===== config.mk =====
export PLATFORM = sky130hd
export DESIGN_NAME = id_ex_stage
export DESIGN_NICKNAME = d
export VERILOG_FILES = /design/src/rtl/id_ex_stage.sv
export SDC_FILE = /design/constraint.sdc
export NUM_CORES = 1
export LEC_CHECK = 0
export BUFFER_PORTS_ARGS = -buffer_cell sky130_fd_sc_hd__buf_2
export CAP_MARGIN = 0
export CORE_MARGIN = 3
export CORE_UTILIZATION = 25
export CTS_BUF_LIST = sky130_fd_sc_hd__clkbuf_8
export DETAILED_ROUTE_END_ITERATION = 10
export PLACE_DENSITY_LB_ADDON = 0.08
export SYNTH_ARGS = -nofsm -noshare
export SYNTH_HDL_FRONTEND = slang
export SYNTH_SLANG_ARGS = --single-unit

===== constraint.sdc =====
create_clock -name clk -period 2.58 [get_ports clk]
set_input_delay 0.129 -clock clk [delete_from_list [all_inputs] [get_ports clk]]
set_output_delay 0.129 -clock clk [all_outputs]
set_load 0.005 [all_outputs]

===== src/rtl/id_ex_stage.sv =====
// ID/EX pipeline register with load-use hazard detection, stall/flush handling
// and EX/MEM + MEM/WB operand forwarding for the 5-stage RISC-V core.

// One forwarding mux per source operand; EX/MEM is younger so it wins.
module id_ex_fwd (
    input  logic [4:0]  idx,
    input  logic [31:0] reg_data,
    input  logic        exm_reg_write,
    input  logic [4:0]  exm_rd,
    input  logic [31:0] exm_result,
    input  logic        mwb_reg_write,
    input  logic [4:0]  mwb_rd,
    input  logic [31:0] mwb_result,
    output logic [31:0] data
);
    logic exm_hit;
    logic mwb_hit;

    assign exm_hit = exm_reg_write & (exm_rd != 5'd0) & (exm_rd == idx);
    assign mwb_hit = mwb_reg_write & (mwb_rd != 5'd0) & (mwb_rd == idx);

    always_comb begin
        data = reg_data;
        if (exm_hit)
            data = exm_result;
        else if (mwb_hit)
            data = mwb_result;
    end
endmodule

module id_ex_stage (
    input  logic        clk,
    input  logic        rst_n,
    input  logic        stall,
    input  logic        flush,
    input  logic        id_valid,
    input  logic        id_use_imm,
    input  logic        id_reg_write,
    input  logic        id_mem_read,
    input  logic        id_mem_write,
    input  logic        id_is_branch,
    input  logic [31:0] id_pc,
    input  logic [31:0] id_rs1_data,
    input  logic [31:0] id_rs2_data,
    input  logic [31:0] id_imm,
    input  logic [4:0]  id_rs1,
    input  logic [4:0]  id_rs2,
    input  logic [4:0]  id_rd,
    input  logic [3:0]  id_alu_ctrl,
    input  logic        exm_reg_write,
    input  logic [4:0]  exm_rd,
    input  logic [31:0] exm_result,
    input  logic        mwb_reg_write,
    input  logic [4:0]  mwb_rd,
    input  logic [31:0] mwb_result,
    output logic        load_use_stall,
    output logic [31:0] alu_in1,
    output logic [31:0] alu_in2,
    output logic [3:0]  alu_ctrl,
    output logic [31:0] ex_pc,
    output logic [31:0] ex_store_data,
    output logic        ex_valid,
    output logic        ex_reg_write,
    output logic        ex_mem_read,
    output logic        ex_mem_write,
    output logic        ex_is_branch,
    output logic [4:0]  ex_rd
);
    localparam int NUM_SRC = 2;

    typedef struct packed {
        logic        valid;
        logic [31:0] pc;
        logic [31:0] rs1_data;
        logic [31:0] rs2_data;
        logic [31:0] imm;
        logic [4:0]  rs1;
        logic [4:0]  rs2;
        logic [4:0]  rd;
        logic [3:0]  alu_ctrl;
        logic        use_imm;
        logic        reg_write;
        logic        mem_read;
        logic        mem_write;
        logic        is_branch;
    } id_ex_t;

    id_ex_t q;
    id_ex_t d;
    id_ex_t id_in;

    logic [NUM_SRC-1:0][4:0]  src_idx;
    logic [NUM_SRC-1:0][31:0] src_reg;
    logic [NUM_SRC-1:0][31:0] src_fwd;

    always_comb begin
        id_in           = '0;
        id_in.valid     = id_valid;
        id_in.pc        = id_pc;
        id_in.rs1_data  = id_rs1_data;
        id_in.rs2_data  = id_rs2_data;
        id_in.imm       = id_imm;
        id_in.rs1       = id_rs1;
        id_in.rs2       = id_rs2;
        id_in.rd        = id_rd;
        id_in.alu_ctrl  = id_alu_ctrl;
        id_in.use_imm   = id_use_imm;
        id_in.reg_write = id_reg_write;
        id_in.mem_read  = id_mem_read;
        id_in.mem_write = id_mem_write;
        id_in.is_branch = id_is_branch;
    end

    // A load in EX whose destination is read by the ID instruction must bubble.
    assign load_use_stall = id_valid & q.valid & q.mem_read & (q.rd != 5'd0)
                          & ((q.rd == id_rs1) | (q.rd == id_rs2));

    assign src_idx[0] = q.rs1;
    assign src_idx[1] = q.rs2;
    assign src_reg[0] = q.rs1_data;
    assign src_reg[1] = q.rs2_data;

    for (genvar g = 0; g < NUM_SRC; g++) begin : g_fwd
        id_ex_fwd u_fwd (
            .idx           (src_idx[g]),
            .reg_data      (src_reg[g]),
            .exm_reg_write (exm_reg_write),
            .exm_rd        (exm_rd),
            .exm_result    (exm_result),
            .mwb_reg_write (mwb_reg_write),
            .mwb_rd        (mwb_rd),
            .mwb_result    (mwb_result),
            .data          (src_fwd[g])
        );
    end

    // While stalled, operand data tracks the forwarded value so a MEM/WB
    // result retiring during the hold is not lost once it leaves the pipe.
    always_comb begin
        d = q;
        if (flush) begin
            d = '0;
        end else if (stall) begin
            d.rs1_data = src_fwd[0];
            d.rs2_data = src_fwd[1];
        end else if (load_use_stall) begin
            d = '0;
        end else begin
            d = id_in;
        end
    end

    always_ff @(posedge clk or negedge rst_n) begin
        if (!rst_n)
            q <= '0;
        else
            q <= d;
    end

    assign alu_in1       = src_fwd[0];
    assign alu_in2       = q.use_imm ? q.imm : src_fwd[1];
    assign ex_store_data = src_fwd[1];
    assign alu_ctrl      = q.alu_ctrl;
    assign ex_pc         = q.pc;
    assign ex_valid      = q.valid;
    assign ex_reg_write  = q.reg_write;
    assign ex_mem_read   = q.mem_read;
    assign ex_mem_write  = q.mem_write;
    assign ex_is_branch  = q.is_branch;
    assign ex_rd         = q.rd;
endmodule


After elaboration in Yosys (flattened, before gate mapping)
Index checks and enable logic that the tools add are counted.

word-level totals
  flip-flop bits (word level) = 153
  output and inout bits = 143

cells by class
  equality and inequality tests = 7
  mux-type cells = 10
  bitwise operators = 11
  reductions and logical operators = 3

operators with widths
  kind                                                                     number
  153-bit 2-to-1 mux                                                       2
  32-bit 2-to-1 mux                                                        5
  64-bit 2-to-1 mux                                                        1
  56-bit 2-to-1 mux                                                        1
  33-bit 2-to-1 mux                                                        1
  5-bit equality test                                                      6
  5-bit nonzero test                                                       3
  1-bit AND                                                                10
  2-bit by 1-bit inequality test with 1-bit output, second input constant  1
  1-bit bitwise OR                                                         1

Logic depth before layout (Yosys ltp)
Gate-level depths: netlist (run 1).

  depth after elaboration = 7
  depth in mapped cells = 8
  depth with buffers taken out = 5

Hierarchy
A second synthesis (run 1) with hierarchy kept.

unflattened totals
  cell total of the unflattened synthesis = 1291
  area, all modules = 10709.0 um2

by module, submodules not included
  module       times used  cells an instance  area each (um2)
  id_ex_stage  1           921                8374.3
  id_ex_fwd    2           185                1167.4

Least setup slack after synthesis (run 1)
OpenSTA, ideal clock, no wires.

  kind = reg2reg
  from = reg q[21] in the netlist's numbering
  to = reg q[118] in the netlist's numbering
  library setup time = 0.066 ns
  data arrival time = 2.026 ns
  path slack = 0.488 ns
  stages on the path, launching flop included = 8
  path buffers = 2
  path through = dfrtp_1 -> xor2_1 -> or3_1 -> buf_6 -> buf_6 -> or4_1 -> a31oi_1 -> a22o_1

RTL lines
  element                 line  source
  from (decl)             88    id_ex_t q;
  from (signal assigned)  155   q <= '0;
  from (signal assigned)  157   q <= d;

Worst setup path after layout (run 1)
  from = reg q[14] in the netlist's numbering
  to = out alu_in2[23]

between the ends
  longest elaborated chain between the ends = 5

RTL lines
  element                line  source
  5-bit equality test    20    assign mwb_hit = mwb_reg_write & (mwb_rd != 5'd0) & (mwb_rd == idx);
  1-bit AND              20
  32-bit 2-to-1 mux      26    else if (mwb_hit)
  32-bit 2-to-1 mux (*)  24    if (exm_hit)
  32-bit 2-to-1 mux (*)  161   assign alu_in2 = q.use_imm ? q.imm : src_fwd[1];
  to (decl)              58    output logic [31:0] alu_in2,

Every way passes the cells marked *; elsewhere a longest branch is shown, timed or not.

==> run_results.csv, run 1 <==
group,metric,value,unit
sta,relSlewSlack,53.0,%
cells_and_area,stdcell_count,1779,
logic_synthesis,async_flop_share,100,%
detailed_routing,wirelength,40200,um
min_path,hold_class,"in -> reg",
sta,setup_viol,63,
cells_and_area,fillers,3279,
logic_synthesis,synthCells,827,
logic_synthesis,synth_fp_nets,1060,
die,die_h,190,um
sta,post-route-min-period,2690,ps
logic_synthesis,syn_avg_cell_area,10.3,um^2
global_route,grt_pass1_vias,9418,
logic_synthesis,synth-edff-count,0,
die,io-pin-count,376,
clock_network,cts_root_buf,"clkbuf_8",
die,core_area,33000,um^2
die,rows,66,
pwr,peakVddDrop,0.324,mV
sta,max_freq,372,MHz
placement,gp_congestion,0.865,
placement,portBuffers,375,
detailed_routing,avgViaCountPerCell,5.12,
detailed_routing,ant_nets,0,
sta,hold_violations,0,
logic_synthesis,netlist_area,8510,um^2
placement,dp_hpwl,26800,um
clock_network,clk_pin_slew,110,ps
global_route,overflow,0,
worst_setup_path,path_class,"reg -> out",
clock_network,h-tree-depth,4,
logic_synthesis,yosysUniqueCellTypes,33,
sta,worst_clock_skew,29.2,ps
flow_run,maxCapViolCount,0,
sta,rsz0062_at_grt,"yes",
logic_synthesis,synthTopCellsByCount,"153 x a22o_1, 153 x dfrtp_1, 72 x clkbuf_1",
sta,tightestPinTransition,704,ps
die,dieWidth,190,um
worst_setup_path,cp-end-kind,"output port",
placement,dp.cells,1544,
sta,setup_slack,-108,ps
worst_setup_path,cp.required,2450,ps
pwr,leakage,6.43,nW
placement,placed_cell_area,10700,um^2
worst_setup_path,worstPathMaxFanout,16,
cells_and_area,design_area,14000,um^2
sta,fin_crit_sh,104,%
logic_synthesis,yosysTopAreaCellShare,45.0,%
detailed_routing,wl_per_cell,22.6,um
global_route,grt_max_degree,137,
cells_and_area,regArea,3830,um^2
sta,slew_viol_final,0,
logic_synthesis,synth_area_leaders,"dfrtp_1 45%, a22o_1 16%, o31ai_1 5.6%",
logic_synthesis,ys_seq_elements,153,
clock_network,cts_tree,"built",
global_route,antenna_found_initial,4,
detailed_routing,drt_iter0_drc,519,
cells_and_area,fin_nets,1554,
global_route,grt_use_total,21.2,%
die,dieArea,36300,um^2
detailed_routing,vias,9102,
detailed_routing,route.detailed.drc,0,
logic_synthesis,synth_largest_area_cell,"dfrtp_1",
pwr,powerDensity,460,nW/um^2
sta,hold_ws,168,ps
worst_setup_path,worstPathArrival,2560,ps
cells_and_area,fin_util,42.5,%
status,outcome,"finished with violations",
clock_network,clock_latency,470,ps
logic_synthesis,synthFlopType,"dfrtp_1",
cells_and_area,multiInputGateArea,4780,um^2
global_route,grt_pass1_wl,59400,um
cells_and_area,areaGrowthSynthToFinish,65.1,%
logic_synthesis,synth-seq-area-share,45.0,%
cells_and_area,drive_gt1_share,49.3,%
status,violations,"setup timing",
clock_network,cts_buffers,17,
clock_network,cts_buffer_depth,2,
clock_network,cts.sinks,153,
detailed_routing,first_pass_iters,4,
sta,setup_tns,-3530,ps
logic_synthesis,yosysWarnings,0,
worst_setup_path,start_kind,"flip-flop",
die,initial_core_util,25.8,%
-- path summary, 6_finish.rpt --
path | from | to | slack (ps) | cells after the start
max | q[14] | alu_in2[23] | -110 | 7
min | exm_result[5] | q[93] | 170 | 4
max reg2reg | q[22] | q[106] | 240 | 7
min reg2reg | q[43] | q[43] | 510 | 1
max in group asynchronous | rst_n | q[90] | 1800 | 3
min in group asynchronous | rst_n | q[93] | 220 | 3
-- cell families after synthesis --
| kind of cell | count (synthesis) | share of synthesized area, % |
|---|---|---|
| simple gates | 153 | 10.5 |
| flops | 153 | 45.0 |
| compound gates | 289 | 27.2 |
| mux | 32 | 4.24 |
| xor+xnor | 30 | 3.09 |
| buf+inv | 170 | 10.0 |
-- power by group --
group | leakage (nW) | internal (W) | switching (W)
Sequential | 2.03 | 0.00254 | 0.0000926
Clock | 0.199 | 0.000741 | 0.00121
Combinational | 4.20 | 0.000922 | 0.000967
Total | 6.43 | 0.00420 | 0.00227
-- final cells by class --
| class | count | share of cell area [%] |
|---|---|---|
| clock buffer | 17 | 1.67 |
| multi-input combinational | 504 | 34.0 |
| timing repair buffer | 614 | 31.0 |
| sequential | 153 | 27.3 |
| tap | 442 | 3.94 |
| inverter | 31 | 0.828 |
| clock inverter | 15 | 1.26 |
| antenna | 3 | 0.0534 |
-- flip-flops by register name (all words and copies together) (netlist names) --
| name | flops |
|---|---|
| ex_valid | 1 |
| ex_reg_write | 1 |
| ex_mem_write | 1 |
| ex_pc | 32 |
| ex_mem_read | 1 |
| ex_rd | 5 |
| alu_ctrl | 4 |
| q | 107 |
| ex_is_branch | 1 |
-- critical path: stages (launching register included) --
cell     delay, ps
dfrtp_1        410
xor2_1         170
or3_4          450
buf_12         190
o31ai_2        310
a31oi_4        160
mux2_2         280
buf_2          130
-- layout by cell type (no fill, tap or decap), types with 5 or more instances in the layout --
cell | synthesis | routed
a31oi_4 | 0 | 20
a22o_1 | 153 | 153
a31oi_2 | 3 | 39
buf_12 | 0 | 14
xor2_1 | 10 | 10
o31ai_2 | 0 | 31
mux2_2 | 32 | 30
o31ai_1 | 64 | 23
clkinv_8 | 0 | 5
or4_1 | 31 | 13
o31ai_4 | 0 | 10
nand4_1 | 34 | 34
buf_2 | 13 | 374
a31oi_1 | 61 | 5
dfrtp_1 | 153 | 152
inv_1 | 31 | 31
buf_4 | 45 | 61
nand2_1 | 6 | 6
clkbuf_8 | 0 | 17
xnor2_1 | 20 | 18
buf_6 | 4 | 5
or4_4 | 0 | 18
dlygate4sd3_1 | 0 | 155
nor3_1 | 66 | 65
-- repair_timing --
item                                   4_1_cts  5_1_grt
gates cloned                                 2        3
setup endpoints to repair                   86       94
setup buffers                               40        0
endpoints found under the hold margin      306        0
resized for setup                          102       58
hold buffers                               155        0
pin swaps                                   49        9
-- stage by stage --
stage	worst slack, ps	power (W)
final	-108	0.00647
after global routing	-208	0.00677
after CTS	-135	0.00647
after detailed placement	143	0.00408
after global placement	48.6	0.00409
after floorplan	488	0.00334
-- layer usage --
metal  wire length [um]  global-route usage (%)  vias up
li1                   -                       -     4160
met1              18000                    29.5     4510
met2              19100                    34.2      381
met3               2350                    3.82       51
met4                766                    5.25        0
met5                  0                       0        -
No activity file was read; power rests on OpenSTA's default activity.
==> run 2, diff against run 1 <==
- SYNTH_HIERARCHICAL: not set -> 1
- clock period: 2.58 -> 3.3 ns (I/O delays scaled with it)
==> run_results.csv, run 2 <==
group,metric,value,unit
logic_synthesis,yosysTopAreaCellShare,35.8,%
clock_network,clk_pin_slew,90,ps
sta,post-route-min-period,3100,ps
global_route,grt_pass1_vias,12233,
placement,gp_congestion,0.780,
clock_network,cts_root_buf,"clkbuf_8",
status,outcome,"finished, final reports clean",
placement,dp_hpwl,35100,um
worst_setup_path,path_class,"reg -> out",
clock_network,cts_buffer_depth,2,
clock_network,cts_tree,"built",
global_route,grt_use_total,22.8,%
cells_and_area,stdcell_count,2221,
detailed_routing,first_pass_iters,5,
worst_setup_path,cp.depth,6,
placement,portBuffers,375,
pwr,internal_power,0.00367,W
cells_and_area,largest_reg_flops,107,
logic_synthesis,netlist_area,10700,um^2
worst_setup_path,cp-end-kind,"output port",
logic_synthesis,synthFlopType,"dfrtp_1",
cells_and_area,top_register,"q",
global_route,grt_pass1_wl,78500,um
min_path,hold_depth,2,
detailed_routing,route.detailed.drc,0,
logic_synthesis,yosysUniqueCellTypes,33,
die,core_area,42100,um^2
logic_synthesis,synthCells,1291,
worst_setup_path,cp.required,3130,ps
worst_setup_path,start_kind,"flip-flop",
die,initial_core_util,25.4,%
pwr,switching_share,36.9,%
clock_network,cts.sinks,153,
die,io-pin-count,376,
logic_synthesis,async_flop_share,100,%
pwr,powerDensity,397,nW/um^2
sta,slew_viol_final,0,
global_route,antenna_found_initial,9,
min_path,hold_class,"in -> reg",
flow_run,maxCapViolCount,0,
pwr,clockPowerShare,27.9,%
pwr,leakage,6.36,nW
die,dieWidth,213,um
worst_setup_path,crit_path_max_incr_delay,620,ps
worst_setup_path,crit_family,"compound AO/OA/AOI/OAI gates",
sta,relSlewSlack,29.1,%
worst_setup_path,worstRegToRegCells,7,
die,die_h,213,um
logic_synthesis,syn_avg_cell_area,8.30,um^2
clock_network,h-tree-depth,4,
detailed_routing,ant_nets,0,
sta,setup_viol,0,
logic_synthesis,synth_fp_nets,1524,
logic_synthesis,synth-seq-area-share,35.8,%
sta,rsz0062_at_grt,"no",
clock_network,postCtsSetupRepairBufs,0,
worst_setup_path,path_buf_inv,2,
detailed_routing,wl_per_cell,24.0,um
pwr,power_frac_seq,37.9,%
cells_and_area,drive_gt1_share,29.3,%
pwr,peakVddDrop,0.184,mV
placement,placed_cell_area,12700,um^2
sta,worst_clock_skew,9.27,ps
logic_synthesis,synth_area_leaders,"dfrtp_1 36%, a31oi_1 7.7%, o21ai_0 5.0%",
sta,hold_violations,0,
sta,max_freq,322,MHz
worst_setup_path,rrSetupSlack,790,ps
cells_and_area,areaGrowthSynthToFinish,36.7,%
worst_setup_path,slowest_stage,"nor4_1",
cells_and_area,design_area,14600,um^2
detailed_routing,vias,12330,
logic_synthesis,yosysWarnings,6,
worst_setup_path,worstPathMaxFanout,20,
cells_and_area,mostFrequentLayoutCell,"buf_2",
pwr,p_sw,0.00215,W
global_route,grt_max_degree,141,
die,rows,75,
logic_synthesis,yosysMostFrequentCell,"dfrtp_1",
clock_network,clock_latency,500,ps
pwr,comb_power_share,34.2,%
logic_synthesis,synth-edff-count,0,
sta,fin_crit_sh,94.0,%
detailed_routing,avgViaCountPerCell,5.55,
logic_synthesis,synthTopCellsByCount,"153 x dfrtp_1, 132 x a31oi_1, 122 x clkbuf_1",
global_route,overflow,0,
clock_network,cts_buffers,17,
detailed_routing,drt_iter0_drc,921,
sta,setup_tns,0,ps
logic_synthesis,synth_largest_area_cell,"dfrtp_1",
sta,tightestPinTransition,1060,ps
sta,hold_ws,97.7,ps
placement,dp.cells,2033,
worst_setup_path,cp_cell_sequence,"nor4_1 > o21a_1 > buf_4 > o31ai_1 > a31oi_1 > buf_2",
die,dieArea,45400,um^2
worst_setup_path,worstPathArrival,2940,ps
detailed_routing,wirelength,53300,um
logic_synthesis,ys_seq_elements,153,
cells_and_area,fin_nets,1900,
cells_and_area,mostFrequentLayoutCells,"373 x buf_2, 154 x dlygate4sd3_1, 152 x dfrtp_1",
## run 2: changes by cell type after synthesis, moves of 50 or more
cell      previous run  this run
a22o_1             153         0
nand2_1              6       118
and3_1               0        70
clkbuf_1            72       122
nor4_1               3        66
o21ai_0              0       108
a31oi_1             61       132
## run 2: cells by family (layout without fill, tap and decap cells)
logic type             count (synthesis)  count (layout)  share of synthesized area [%]
AO/OA/AOI/OAI                        442             442                           28.1
XOR/XNOR                              26              26                           2.13
buffers and inverters                255             642                           11.6
flip-flops                           153             153                           35.8
multiplexers                          32              32                           3.36
other                                  0               4                              0
AND/OR/NAND/NOR                      383             383                           19.1
## run 2: final timing paths
path | startpoint | endpoint
setup / recovery | q[21] | alu_in1[20]
hold / removal | stall | q[17]
setup reg to reg | q[21] | q[108]
hold reg to reg | q[55] | q[55]
max in group asynchronous | rst_n | q[84]
min in group asynchronous | rst_n | ex_pc[11]
## run 2: final cells by class
type	count	area, um^2
fillers	4507	27500
multi-input cells	883	5730
flip-flops and latches	153	3830
repair buffers	568	3820
well taps	539	674
clock buffers	21	289
inverters	44	165
clock inverters	9	124
diodes	4	10.0
## run 2: worst reg2reg max path, stage by stage (launching register included)
cell	delay, ps
dfrtp_1	460
xnor2_1	250
nand3_2	360
buf_4	380
o31ai_1	360
a31oi_1	260
a32oi_1	200
o21ai_0	100
## run 2: per-layer routing
layer	GRT usage [%]	part of all wire, %	wire length, um
met1	30.8	45	23800
met2	36.6	47	24900
met3	5.70	7.0	3710
met4	5.41	1.4	757
met5	0	0.12	65
## run 2: power by group through the flow
stage	sequential, W	clock [W]	combinational [W]
after global routing	0.00223	0.00176	0.00217
after global placement	0.00224	0	0.00184
final	0.00221	0.00162	0.00199
after floorplan	0.00218	0	0.00103
after CTS	0.00220	0.00170	0.00200
after detailed placement	0.00224	0	0.00185
## run 2: metrics by stage
stage / total power [W] / worst slack, ps / util (%)
5_1_grt: 0.00616 / 54.1 / 34.7
3_5_place_dp: 0.00409 / 601 / 30.1
2_1_floorplan: 0.00320 / 1370 / -
4_1_cts: 0.00590 / 13.4 / 34.7
3_3_place_gp: 0.00408 / 590 / 30.1
6_report: 0.00582 / 197 / 34.7
## run 2: what timing repair did
item | 4_1_cts | 5_1_grt
endpoints found under the hold margin | 218 | 0
gates resized for setup | 0 | 1
hold buffers | 154 | 0
setup endpoints to repair | 0 | 2
